==> config.mk <==
export PLATFORM = sky130hd
export DESIGN_NAME = e203_dtcm_icb_arbt2_flat
export DESIGN_NICKNAME = d
export VERILOG_FILES = /design/src/rtl/e203_dtcm_icb_arbt2_if.sv /design/src/rtl/e203_dtcm_icb_arbt2.sv /design/src/flat_wrapper.sv
export SDC_FILE = /design/constraint.sdc
export NUM_CORES = 1
export LEC_CHECK = 0
export CAP_MARGIN = 20
export CORE_AREA = 3 3 105 107
export CTS_BUF_LIST = sky130_fd_sc_hd__clkbuf_8
export DETAILED_ROUTE_END_ITERATION = 16
export DIE_AREA = 0 0 108 110
export SLEW_MARGIN = 20
export SYNTH_ARGS = -nofsm -noshare
export SYNTH_HDL_FRONTEND = slang
export SYNTH_SLANG_ARGS = --single-unit
==> constraint.sdc <==
create_clock -name clk -period 3 [get_ports clk]
set_input_delay 0.6 -clock clk [delete_from_list [all_inputs] [get_ports clk]]
set_output_delay 0.6 -clock clk [all_outputs]
set_load 0.02 [all_outputs]
==> src/rtl/e203_dtcm_icb_arbt2_if.sv <==
// ICB bus bundle shared by the DTCM arbiter ports: command channel plus response channel.
// master drives commands and consumes responses; slave is the opposite side.
interface e203_dtcm_icb_arbt2_if #(
    parameter int unsigned AW = 16,
    parameter int unsigned DW = 32,
    parameter int unsigned MW = 4
) ();

    logic          cmd_valid;
    logic          cmd_ready;
    logic [AW-1:0] cmd_addr;
    logic          cmd_read;
    logic [DW-1:0] cmd_wdata;
    logic [MW-1:0] cmd_wmask;

    logic          rsp_valid;
    logic          rsp_ready;
    logic          rsp_err;
    logic [DW-1:0] rsp_rdata;

    modport master (
        output cmd_valid,
        output cmd_addr,
        output cmd_read,
        output cmd_wdata,
        output cmd_wmask,
        input  cmd_ready,
        input  rsp_valid,
        input  rsp_err,
        input  rsp_rdata,
        output rsp_ready
    );

    modport slave (
        input  cmd_valid,
        input  cmd_addr,
        input  cmd_read,
        input  cmd_wdata,
        input  cmd_wmask,
        output cmd_ready,
        output rsp_valid,
        output rsp_err,
        output rsp_rdata,
        input  rsp_ready
    );

endinterface

==> src/rtl/e203_dtcm_icb_arbt2.sv <==
// Two-requester ICB arbiter (LSU priority) in front of the DTCM SRAM controller; a source-ID
// FIFO routes responses back. Optional anti-starvation for ext: define E203_DTCM_ARBT_STARVE_EN.
module e203_dtcm_icb_arbt2 #(
    parameter int unsigned AW         = 16,
    parameter int unsigned DW         = 32,
    parameter int unsigned MW         = 4,
    parameter int unsigned OUTS_NUM   = 1,
    parameter int unsigned STARVE_MAX = 4
) (
    input  logic                         clk,
    input  logic                         rst_n,
    e203_dtcm_icb_arbt2_if.slave         lsu_icb,
    e203_dtcm_icb_arbt2_if.slave         ext_icb,
    e203_dtcm_icb_arbt2_if.master        o_icb,
    output logic                         arbt_active
);

    localparam int unsigned PtrW = (OUTS_NUM > 1) ? $clog2(OUTS_NUM) : 1;
    localparam int unsigned CntW = $clog2(OUTS_NUM + 1);
    localparam int unsigned SlotN = 1 << PtrW;

    logic            lsu_valid;
    logic            ext_valid;
    logic            force_ext;
    logic            sel_ext_raw;
    logic            sel_ext;
    logic            cmd_hs;
    logic            push;
    logic            pop;
    logic            fifo_full;
    logic            fifo_empty;
    logic            head;

    logic [AW-1:0]   sel_addr;
    logic            sel_read;
    logic [DW-1:0]   sel_wdata;
    logic [MW-1:0]   sel_wmask;

    logic            lock_q;
    logic            lock_d;
    logic            lock_sel_q;

    logic [SlotN-1:0] src_q;
    logic [PtrW-1:0]  wr_ptr_q;
    logic [PtrW-1:0]  rd_ptr_q;
    logic [CntW-1:0]  cnt_q;
    logic [CntW-1:0]  cnt_d;

    function automatic logic [PtrW-1:0] ptr_inc(input logic [PtrW-1:0] p);
        if (p == PtrW'(OUTS_NUM - 1)) begin
            return '0;
        end
        return p + PtrW'(1);
    endfunction

    assign lsu_valid = lsu_icb.cmd_valid;
    assign ext_valid = ext_icb.cmd_valid;

    // ---------------------------------------------------------------------------------------
    // Grant selection and command mux
    // ---------------------------------------------------------------------------------------
    always_comb begin
        sel_ext_raw = ext_valid & (~lsu_valid | force_ext);
        // A stalled grant keeps its source so a forced ext grant cannot be withdrawn.
        sel_ext     = lock_q ? lock_sel_q : sel_ext_raw;
    end

    always_comb begin
        if (sel_ext) begin
            sel_addr  = ext_icb.cmd_addr;
            sel_read  = ext_icb.cmd_read;
            sel_wdata = ext_icb.cmd_wdata;
            sel_wmask = ext_icb.cmd_wmask;
        end else begin
            sel_addr  = lsu_icb.cmd_addr;
            sel_read  = lsu_icb.cmd_read;
            sel_wdata = lsu_icb.cmd_wdata;
            sel_wmask = lsu_icb.cmd_wmask;
        end
    end

    always_comb begin
        o_icb.cmd_valid   = (lsu_valid | ext_valid) & ~fifo_full;
        o_icb.cmd_addr    = sel_addr;
        o_icb.cmd_read    = sel_read;
        o_icb.cmd_wdata   = sel_wdata;
        o_icb.cmd_wmask   = sel_wmask;
        lsu_icb.cmd_ready = o_icb.cmd_ready & ~fifo_full & ~sel_ext;
        ext_icb.cmd_ready = o_icb.cmd_ready & ~fifo_full & sel_ext;
        cmd_hs            = o_icb.cmd_valid & o_icb.cmd_ready;
        lock_d            = o_icb.cmd_valid & ~o_icb.cmd_ready;
    end

    // ---------------------------------------------------------------------------------------
    // Source-ID FIFO and response routing
    // ---------------------------------------------------------------------------------------
    always_comb begin
        fifo_full  = (cnt_q == CntW'(OUTS_NUM));
        fifo_empty = (cnt_q == '0);
        head       = src_q[rd_ptr_q];
        push       = cmd_hs;
        pop        = o_icb.rsp_valid & o_icb.rsp_ready & ~fifo_empty;

        cnt_d = cnt_q;
        if (push && !pop) begin
            cnt_d = cnt_q + CntW'(1);
        end else if (pop && !push) begin
            cnt_d = cnt_q - CntW'(1);
        end
    end

    always_comb begin
        lsu_icb.rsp_valid = o_icb.rsp_valid & ~fifo_empty & ~head;
        ext_icb.rsp_valid = o_icb.rsp_valid & ~fifo_empty & head;
        lsu_icb.rsp_err   = o_icb.rsp_err;
        ext_icb.rsp_err   = o_icb.rsp_err;
        lsu_icb.rsp_rdata = o_icb.rsp_rdata;
        ext_icb.rsp_rdata = o_icb.rsp_rdata;
        // Unsolicited responses (e.g. in flight across a reset) are swallowed.
        if (fifo_empty) begin
            o_icb.rsp_ready = 1'b1;
        end else if (head) begin
            o_icb.rsp_ready = ext_icb.rsp_ready;
        end else begin
            o_icb.rsp_ready = lsu_icb.rsp_ready;
        end
        arbt_active = lsu_valid | ext_valid | ~fifo_empty;
    end

    always_ff @(posedge clk or negedge rst_n) begin
        if (!rst_n) begin
            src_q      <= '0;
            wr_ptr_q   <= '0;
            rd_ptr_q   <= '0;
            cnt_q      <= '0;
            lock_q     <= 1'b0;
            lock_sel_q <= 1'b0;
        end else begin
            if (push) begin
                src_q[wr_ptr_q] <= sel_ext;
                wr_ptr_q        <= ptr_inc(wr_ptr_q);
            end
            if (pop) begin
                rd_ptr_q <= ptr_inc(rd_ptr_q);
            end
            cnt_q      <= cnt_d;
            lock_q     <= lock_d;
            lock_sel_q <= sel_ext;
        end
    end

    // ---------------------------------------------------------------------------------------
    // Anti-starvation
    // ---------------------------------------------------------------------------------------
`ifdef E203_DTCM_ARBT_STARVE_EN
    localparam logic [3:0] StarveMax = 4'(STARVE_MAX);

    logic [3:0] starve_cnt_q;
    logic [3:0] starve_cnt_d;

    always_comb begin
        starve_cnt_d = starve_cnt_q;
        if (cmd_hs && sel_ext) begin
            starve_cnt_d = '0;
        end else if (cmd_hs && ext_valid && (starve_cnt_q != StarveMax)) begin
            starve_cnt_d = starve_cnt_q + 4'd1;
        end
        force_ext = (starve_cnt_q == StarveMax);
    end

    always_ff @(posedge clk or negedge rst_n) begin
        if (!rst_n) begin
            starve_cnt_q <= '0;
        end else begin
            starve_cnt_q <= starve_cnt_d;
        end
    end
`else
    assign force_ext = 1'b0;
`endif

`ifndef SYNTHESIS
    always @(posedge clk) begin
        assert (OUTS_NUM >= 1 && OUTS_NUM <= 4 && STARVE_MAX >= 2 && STARVE_MAX <= 15)
            else $error("e203_dtcm_icb_arbt2: parameter out of range");
        if (rst_n) begin
            assert (!(o_icb.rsp_valid && fifo_empty))
                else $warning("e203_dtcm_icb_arbt2: response with no outstanding command dropped");
        end
    end
`endif

endmodule

==> src/flat_wrapper.sv <==
// flat-port wrapper written by rule: the top's interface ports become plain ports
module e203_dtcm_icb_arbt2_flat 
#(
    parameter int unsigned AW         = 16,
    parameter int unsigned DW         = 32,
    parameter int unsigned MW         = 4,
    parameter int unsigned OUTS_NUM   = 1,
    parameter int unsigned STARVE_MAX = 4
)
  (clk, rst_n, arbt_active, lsu_icb_cmd_valid, lsu_icb_cmd_addr, lsu_icb_cmd_read, lsu_icb_cmd_wdata, lsu_icb_cmd_wmask, lsu_icb_cmd_ready, lsu_icb_rsp_valid, lsu_icb_rsp_err, lsu_icb_rsp_rdata, lsu_icb_rsp_ready, ext_icb_cmd_valid, ext_icb_cmd_addr, ext_icb_cmd_read, ext_icb_cmd_wdata, ext_icb_cmd_wmask, ext_icb_cmd_ready, ext_icb_rsp_valid, ext_icb_rsp_err, ext_icb_rsp_rdata, ext_icb_rsp_ready, o_icb_cmd_valid, o_icb_cmd_addr, o_icb_cmd_read, o_icb_cmd_wdata, o_icb_cmd_wmask, o_icb_cmd_ready, o_icb_rsp_valid, o_icb_rsp_err, o_icb_rsp_rdata, o_icb_rsp_ready);
  e203_dtcm_icb_arbt2_if #(.AW(AW), .DW(DW), .MW(MW)) lsu_icb_i ();
  e203_dtcm_icb_arbt2_if #(.AW(AW), .DW(DW), .MW(MW)) ext_icb_i ();
  e203_dtcm_icb_arbt2_if #(.AW(AW), .DW(DW), .MW(MW)) o_icb_i ();
  input  logic clk;
  input  logic rst_n;
  output logic arbt_active;
  input wire logic [$bits(lsu_icb_i.cmd_valid)-1:0] lsu_icb_cmd_valid;
  input wire logic [$bits(lsu_icb_i.cmd_addr)-1:0] lsu_icb_cmd_addr;
  input wire logic [$bits(lsu_icb_i.cmd_read)-1:0] lsu_icb_cmd_read;
  input wire logic [$bits(lsu_icb_i.cmd_wdata)-1:0] lsu_icb_cmd_wdata;
  input wire logic [$bits(lsu_icb_i.cmd_wmask)-1:0] lsu_icb_cmd_wmask;
  output wire logic [$bits(lsu_icb_i.cmd_ready)-1:0] lsu_icb_cmd_ready;
  output wire logic [$bits(lsu_icb_i.rsp_valid)-1:0] lsu_icb_rsp_valid;
  output wire logic [$bits(lsu_icb_i.rsp_err)-1:0] lsu_icb_rsp_err;
  output wire logic [$bits(lsu_icb_i.rsp_rdata)-1:0] lsu_icb_rsp_rdata;
  input wire logic [$bits(lsu_icb_i.rsp_ready)-1:0] lsu_icb_rsp_ready;
  input wire logic [$bits(ext_icb_i.cmd_valid)-1:0] ext_icb_cmd_valid;
  input wire logic [$bits(ext_icb_i.cmd_addr)-1:0] ext_icb_cmd_addr;
  input wire logic [$bits(ext_icb_i.cmd_read)-1:0] ext_icb_cmd_read;
  input wire logic [$bits(ext_icb_i.cmd_wdata)-1:0] ext_icb_cmd_wdata;
  input wire logic [$bits(ext_icb_i.cmd_wmask)-1:0] ext_icb_cmd_wmask;
  output wire logic [$bits(ext_icb_i.cmd_ready)-1:0] ext_icb_cmd_ready;
  output wire logic [$bits(ext_icb_i.rsp_valid)-1:0] ext_icb_rsp_valid;
  output wire logic [$bits(ext_icb_i.rsp_err)-1:0] ext_icb_rsp_err;
  output wire logic [$bits(ext_icb_i.rsp_rdata)-1:0] ext_icb_rsp_rdata;
  input wire logic [$bits(ext_icb_i.rsp_ready)-1:0] ext_icb_rsp_ready;
  output wire logic [$bits(o_icb_i.cmd_valid)-1:0] o_icb_cmd_valid;
  output wire logic [$bits(o_icb_i.cmd_addr)-1:0] o_icb_cmd_addr;
  output wire logic [$bits(o_icb_i.cmd_read)-1:0] o_icb_cmd_read;
  output wire logic [$bits(o_icb_i.cmd_wdata)-1:0] o_icb_cmd_wdata;
  output wire logic [$bits(o_icb_i.cmd_wmask)-1:0] o_icb_cmd_wmask;
  input wire logic [$bits(o_icb_i.cmd_ready)-1:0] o_icb_cmd_ready;
  input wire logic [$bits(o_icb_i.rsp_valid)-1:0] o_icb_rsp_valid;
  input wire logic [$bits(o_icb_i.rsp_err)-1:0] o_icb_rsp_err;
  input wire logic [$bits(o_icb_i.rsp_rdata)-1:0] o_icb_rsp_rdata;
  output wire logic [$bits(o_icb_i.rsp_ready)-1:0] o_icb_rsp_ready;
  assign lsu_icb_i.cmd_valid = lsu_icb_cmd_valid;
  assign lsu_icb_i.cmd_addr = lsu_icb_cmd_addr;
  assign lsu_icb_i.cmd_read = lsu_icb_cmd_read;
  assign lsu_icb_i.cmd_wdata = lsu_icb_cmd_wdata;
  assign lsu_icb_i.cmd_wmask = lsu_icb_cmd_wmask;
  assign lsu_icb_cmd_ready = lsu_icb_i.cmd_ready;
  assign lsu_icb_rsp_valid = lsu_icb_i.rsp_valid;
  assign lsu_icb_rsp_err = lsu_icb_i.rsp_err;
  assign lsu_icb_rsp_rdata = lsu_icb_i.rsp_rdata;
  assign lsu_icb_i.rsp_ready = lsu_icb_rsp_ready;
  assign ext_icb_i.cmd_valid = ext_icb_cmd_valid;
  assign ext_icb_i.cmd_addr = ext_icb_cmd_addr;
  assign ext_icb_i.cmd_read = ext_icb_cmd_read;
  assign ext_icb_i.cmd_wdata = ext_icb_cmd_wdata;
  assign ext_icb_i.cmd_wmask = ext_icb_cmd_wmask;
  assign ext_icb_cmd_ready = ext_icb_i.cmd_ready;
  assign ext_icb_rsp_valid = ext_icb_i.rsp_valid;
  assign ext_icb_rsp_err = ext_icb_i.rsp_err;
  assign ext_icb_rsp_rdata = ext_icb_i.rsp_rdata;
  assign ext_icb_i.rsp_ready = ext_icb_rsp_ready;
  assign o_icb_cmd_valid = o_icb_i.cmd_valid;
  assign o_icb_cmd_addr = o_icb_i.cmd_addr;
  assign o_icb_cmd_read = o_icb_i.cmd_read;
  assign o_icb_cmd_wdata = o_icb_i.cmd_wdata;
  assign o_icb_cmd_wmask = o_icb_i.cmd_wmask;
  assign o_icb_i.cmd_ready = o_icb_cmd_ready;
  assign o_icb_i.rsp_valid = o_icb_rsp_valid;
  assign o_icb_i.rsp_err = o_icb_rsp_err;
  assign o_icb_i.rsp_rdata = o_icb_rsp_rdata;
  assign o_icb_rsp_ready = o_icb_i.rsp_ready;
  e203_dtcm_icb_arbt2 #(.AW(AW), .DW(DW), .MW(MW), .OUTS_NUM(OUTS_NUM), .STARVE_MAX(STARVE_MAX)) u_core (.clk(clk), .rst_n(rst_n), .lsu_icb(lsu_icb_i), .ext_icb(ext_icb_i), .o_icb(o_icb_i), .arbt_active(arbt_active));
endmodule
==> reports/metrics.cfg, run 1 <==
[flow_run]
maxCapViolCount = 0

[timing]
fin_crit_ns = 2.93
period_share = 0.977
relSlewSlack = 0.804
slew_viol_final = 0
setup_viol = 0
hold_slack_ns = 0.587
rsz0062_at_grt = false
worst_slew_pin_slew_ns = 0.291
fin_skew_ns = 0.000786
fmax_mhz = 341
hold_viol_final = 0

[power_and_ir_drop]
total_power_uw = 873
cellLeakagePower_nw = 1.32
p_per_area_nw_per_um2 = 291
vdd_drop_max_uv = 96.5

[global_route]
antenna_found_initial = 0
use_met2 = 0.152
grtUsageMet3 = 0.0582
met1_usage = 0.0942
grt_pass1_vias = 1420
grt_max_degree = 16
gr-total-overflow = 0
grt_pass1_wl_um = 8190
grt-busiest-layer = met2
grt_util_all_layers = 0.0903

[final_layout]
drive_gt1_frac = 0.259
syn2layout_area_growth_pct = 87.7
mostFrequentLayoutCells = clkdlybuf4s50_1 (120), dlygate4sd2_1 (52), mux2_4 (48)
num-nets-final = 412
instances_no_fill = 399
final_common_cell = clkdlybuf4s50_1
multi_input_area_sq_um = 886
antennaDiodeCount = 0
filler_cell_count = 1083
regArea_sq_um = 100

[cts]
clk_pin_slew_ns = 0.03
clkSinkCount = 4
clk_latency_ns = 0.21
numCtsBuffers = 3
htree_levels = 1
cts_root_buf = clkbuf_8
cts_setup_buffers = 0
cts_buffer_depth = 2
cts_tree = built

[placement]
routabilityCongestion = 0.750
dp.cells = 396
dp_hpwl_um = 5490
port_buffers = 173

[floorplan]
num_rows = 37
coreArea_sq_um = 10200
die_area_sq_um = 11900
initial_core_util = 0.156
die_y_um = 110
die_w_um = 108
io_pins = 273

[synthesis]
synth_top_area_share = 0.451
ys_ff_latch = 4
synth_cell_type_count = 18
synthAdderAreaFrac = 0
synth_top_family_by_area = multiplexers
synth_simple_gate_area_frac = 0.0384
syn_avg_cell_area_sq_um = 10.7
yosysSeqAreaShare = 0.0627
synth_cells = 149
yosys_warnings = 0
yosys.area.top_type = mux2_4
synth_mux_area_frac = 0.493
syn-num-nets = 296
ys_top_cells_by_area = mux2_4 (45%), buf_4 (31%), buf_12 (6.3%)
synth_area_sq_um = 1600
synth_compound_area_frac = 0.0235
synth_xor_xnor_area_share = 0

[setup_path]
cp-start-kind = primary input
worstSetupStartpoint = lsu_icb_cmd_valid
r2r_setup_slack_ns = 1.92
timing.rr.end = u_core.src_q[0]$_DFFE_PN0P_
worstPathRequired_ns = 2.40
critical_path_class = in -> out
crit_fanout = 7
timing.rr.start = u_core.lock_q$_DFF_PN0_
r2r_cells = 3
critPathArrivalTime_ns = 2.33
crit_path_end_kind = primary output

[routing]
drt_wl_total_um = 6220
via_per_inst = 3.53
route.detailed.drc = 0
num_vias = 1409
drt_iter0_drc = 56
first_pass_iters = 4
drt-wirelength-per-cell_um = 15.6
antenna_left = 0

[hold_path]
min_path_type = in -> async

[run_status]
status = complete, no violations

layer usage:
layer / wire, um / part of all wire / up-vias
met5: 0 / 0 / -
met4: 29 / 0.0047 / 0
met3: 1080 / 0.17 / 2
met2: 3090 / 0.50 / 119
met1: 2020 / 0.32 / 622
li1: - / - / 666
Yosys cell counts:
| cell | n |
|---|---|
| inv_8 | 1 |
| and3_2 | 1 |
| buf_4 | 66 |
| buf_12 | 5 |
| nor3_1 | 1 |
| nor2_1 | 4 |
| o21a_4 | 1 |
| o31ai_1 | 1 |
| mux2i_1 | 1 |
| mux2_4 | 48 |
| dfrtp_1 | 4 |
| nand2b_1 | 1 |
| and3_1 | 2 |
| a21oi_1 | 1 |
| mux2_2 | 5 |
| nand2_1 | 4 |
| o21ai_0 | 2 |
| inv_1 | 1 |
sequential cells by signal, summed over array words and instances (netlist names):
| register | flops |
|---|---|
| u_core.src_q | 1 |
| u_core.lock_q | 1 |
| u_core.cnt_q | 1 |
| u_core.lock_sel_q | 1 |
area by class of cell:
type | count | share of cell area
Timing Repair Buffer | 182 | 0.595
Inverter | 2 | 0.00501
Multi-Input combinational cell | 72 | 0.296
Tap cell | 136 | 0.0568
Clock buffer | 3 | 0.0138
Sequential cell | 4 | 0.0334
how the worst max path moves through the flow:
stage	endpoint	slack, ns	cells past startpoint
after floorplan	o_icb_cmd_addr[0]	0.87	5
after global placement	o_icb_cmd_wdata[29]	-0.16	7
after detailed placement	o_icb_cmd_wdata[29]	-0.15	7
after CTS	o_icb_cmd_addr[2]	0.05	6
after global routing	o_icb_cmd_addr[15]	0.006	7
final	o_icb_cmd_addr[2]	0.07	6
report_power, final:
part / internal (mW) / switching, mW / total, mW
sequential: 0.0682 / 0.0181 / 0.0863
clock: 0.0853 / 0.0254 / 0.111
combinational: 0.401 / 0.275 / 0.676
cell families after synthesis:
family / after synthesis
AND/OR/NAND/NOR: 13
AO/OA/AOI/OAI: 5
multiplexers: 54
flip-flops: 4
buffers and inverters: 73
worst max-delay path, stage by stage:
cell and delay, ns:
clkdlybuf4s50_1 0.42, nand2b_1 0.16, o21a_4 0.22, inv_8 0.10, mux2_4 0.30, clkdlybuf4s50_1 0.53
metrics by stage:
stage,instance area [sq um],utilization,setup TNS (ns),setup slack (ns)
global placement,3020,0.295,-6.60,-0.163
CTS,3000,0.293,0,0.0503
floorplan,1600,-,0,0.866
global route,3000,0.293,0,0.00620
detailed placement,3020,0.295,-6.40,-0.154
finish,3000,0.293,0,0.0681
what timing repair did:
item / in CTS / in global routing
endpoints found under the setup margin: 53 / 1
hold buffers: 0 / 0
resized for setup: 53 / 1
hold endpoints to repair: 0 / 0
Note: power is estimated with default switching activity, not from simulation.
==> run 2, diff against run 1 <==
Settings changed: RECOVER_POWER from default to 25.
==> run 2 against run 1 <==
  * Sequential share of layout area unchanged
  * Core utilization unchanged
  * Non-clock buffer count unchanged
  * Clock-buffer cell count unchanged
  * Sequential power about the same
  * Clock skew unchanged
  * Global-route usage unchanged
  * Critical path type unchanged
  * Critical endpoint unchanged
==> reports/metrics.cfg, run 2 (synthesis gave the netlist of run 1 again) <==
[run_status]
status = complete, no violations

[timing]
fmax_mhz = 341
worst_slew_pin_slew_ns = 0.291
relSlewSlack = 0.804
hold_viol_final = 0
slew_viol_final = 0
rsz0062_at_grt = false
setup_viol = 0
period_share = 0.977
fin_crit_ns = 2.93
fin_skew_ns = 0.000786

[cts]
clkSinkCount = 4
cts_tree = built
clk_latency_ns = 0.21
clk_pin_slew_ns = 0.03
cts_setup_buffers = 0
cts_root_buf = clkbuf_8
hold_buffers = 0
numCtsBuffers = 3
htree_levels = 1
cts_buffer_depth = 2

[global_route]
grt_util_all_layers = 0.0903
grt_pass1_wl_um = 8190
grt_max_degree = 16
grt_pass1_vias = 1420
antenna_found_initial = 0
gr-total-overflow = 0

[routing]
drt-wirelength-per-cell_um = 15.6
wl_met1_um = 2020
routed.top_layer = met4
route.detailed.drc = 0
via_per_inst = 3.53
drt_wl_total_um = 6220
drt_iter0_drc = 56
antenna_left = 0
first_pass_iters = 4
wl_met3_um = 1080
route.met2.wl_um = 3090
num_vias = 1409

[final_layout]
antennaDiodeCount = 0
filler_cell_count = 1083
final_common_cell = clkdlybuf4s50_1
syn2layout_area_growth_pct = 87.7
num-nets-final = 412
regArea_sq_um = 100
drive_gt1_frac = 0.259
instances_no_fill = 399
fin_area_sq_um = 3000
mostFrequentLayoutCells = clkdlybuf4s50_1 (119), dlygate4sd2_1 (52), mux2_4 (48)
multi_input_area_sq_um = 886

[floorplan]
num_rows = 37
initial_core_util = 0.156
die_y_um = 110
die_area_sq_um = 11900
io_pins = 273
die_w_um = 108
coreArea_sq_um = 10200

[setup_path]
crit_path_end_kind = primary output
cp-start-kind = primary input
critPathArrivalTime_ns = 2.33
r2r_setup_slack_ns = 1.92
worstPathRequired_ns = 2.40
critical_path_class = in -> out
crit_fanout = 7

[power_and_ir_drop]
cellLeakagePower_nw = 1.32
p_per_area_nw_per_um2 = 291
vdd_drop_max_uv = 96.5

[hold_path]
min_path_type = reg -> reg

[placement]
place_area_sq_um = 3020
dp.cells = 396
port_buffers = 173
routabilityCongestion = 0.750
dp_hpwl_um = 5490

[flow_run]
maxCapViolCount = 0

==> run 2: changes by cell type in the layout (fill, tap and decap cells not counted) <==
| cell | before | now |
|---|---|---|
| clkdlybuf4s50_1 | 120 | 119 |
| dlygate4sd3_1 | 0 | 1 |
==> run 2: final timing paths <==
check | start | end | depth (start not counted)
worst max register to register | u_core.lock_q$_DFF_PN0_ | u_core.src_q[0]$_DFFE_PN0P_ | 3
worst max-delay path | lsu_icb_cmd_valid | o_icb_cmd_addr[2] | 6
max in group asynchronous | rst_n | u_core.cnt_q$_DFFE_PN0P_ | 1
min in group asynchronous | rst_n | u_core.lock_q$_DFF_PN0_ | 1
worst min register to register | u_core.src_q[0]$_DFFE_PN0P_ | u_core.src_q[0]$_DFFE_PN0P_ | 2
worst min-delay path | u_core.src_q[0]$_DFFE_PN0P_ | u_core.src_q[0]$_DFFE_PN0P_ | 2
==> run 2: area by class of cell <==
class,instances,area share
Tap cell,136,0.0568
Multi-Input combinational cell,72,0.296
Inverter,2,0.00501
Sequential cell,4,0.0334
Clock buffer,3,0.0138
Timing Repair Buffer,182,0.595
==> run 2: per-stage QoR <==
| stage | utilization | power, mW | hold slack (ns) | TNS (ns) | worst slack, ns |
|---|---|---|---|---|---|
| final | 0.293 | 0.872 | 0.603 | 0 | 0.0686 |
| after detailed placement | 0.295 | 0.824 | 0.606 | -6.40 | -0.154 |
| after global placement | 0.295 | 0.821 | 0.589 | -6.60 | -0.163 |
| after global routing | 0.293 | 0.925 | 0.651 | 0 | 0.00620 |
| after CTS | 0.293 | 0.887 | 0.592 | 0 | 0.0503 |
| after floorplan | - | 0.593 | 0.304 | 0 | 0.866 |
==> run 2: layer usage <==
layer,global-route usage,vias to the layer above
li1,-,666
met1,0.0942,622
met2,0.152,119
met3,0.0582,2
met4,0.0225,0
met5,0,-
==> run 2: worst max-delay path: stages <==
cell and delay (ns):
clkdlybuf4s50_1 0.42, nand2b_1 0.16, o21a_4 0.22, inv_8 0.10, mux2_4 0.30, clkdlybuf4s50_1 0.53
==> run 2: power breakdown <==
group          total (mW)  leakage [nW]  internal [mW]  switching [mW]
Combinational       0.675          1.25          0.401           0.275
Sequential         0.0863        0.0503         0.0682          0.0181
Clock               0.111        0.0216         0.0853          0.0254
Total               0.872          1.32          0.554           0.318
==> run 2: repair_timing <==
item,4_1_cts,5_1_grt
pin swaps,0,0
setup endpoints to repair,53,1
gates resized for setup,53,1
==> run 3, diff against run 2 <==
Settings changed: HOLD_SLACK_MARGIN from default to 0.08.
==> results of run 3 <==
No change in the layout: final DEF, timing and power equal those of run 2.
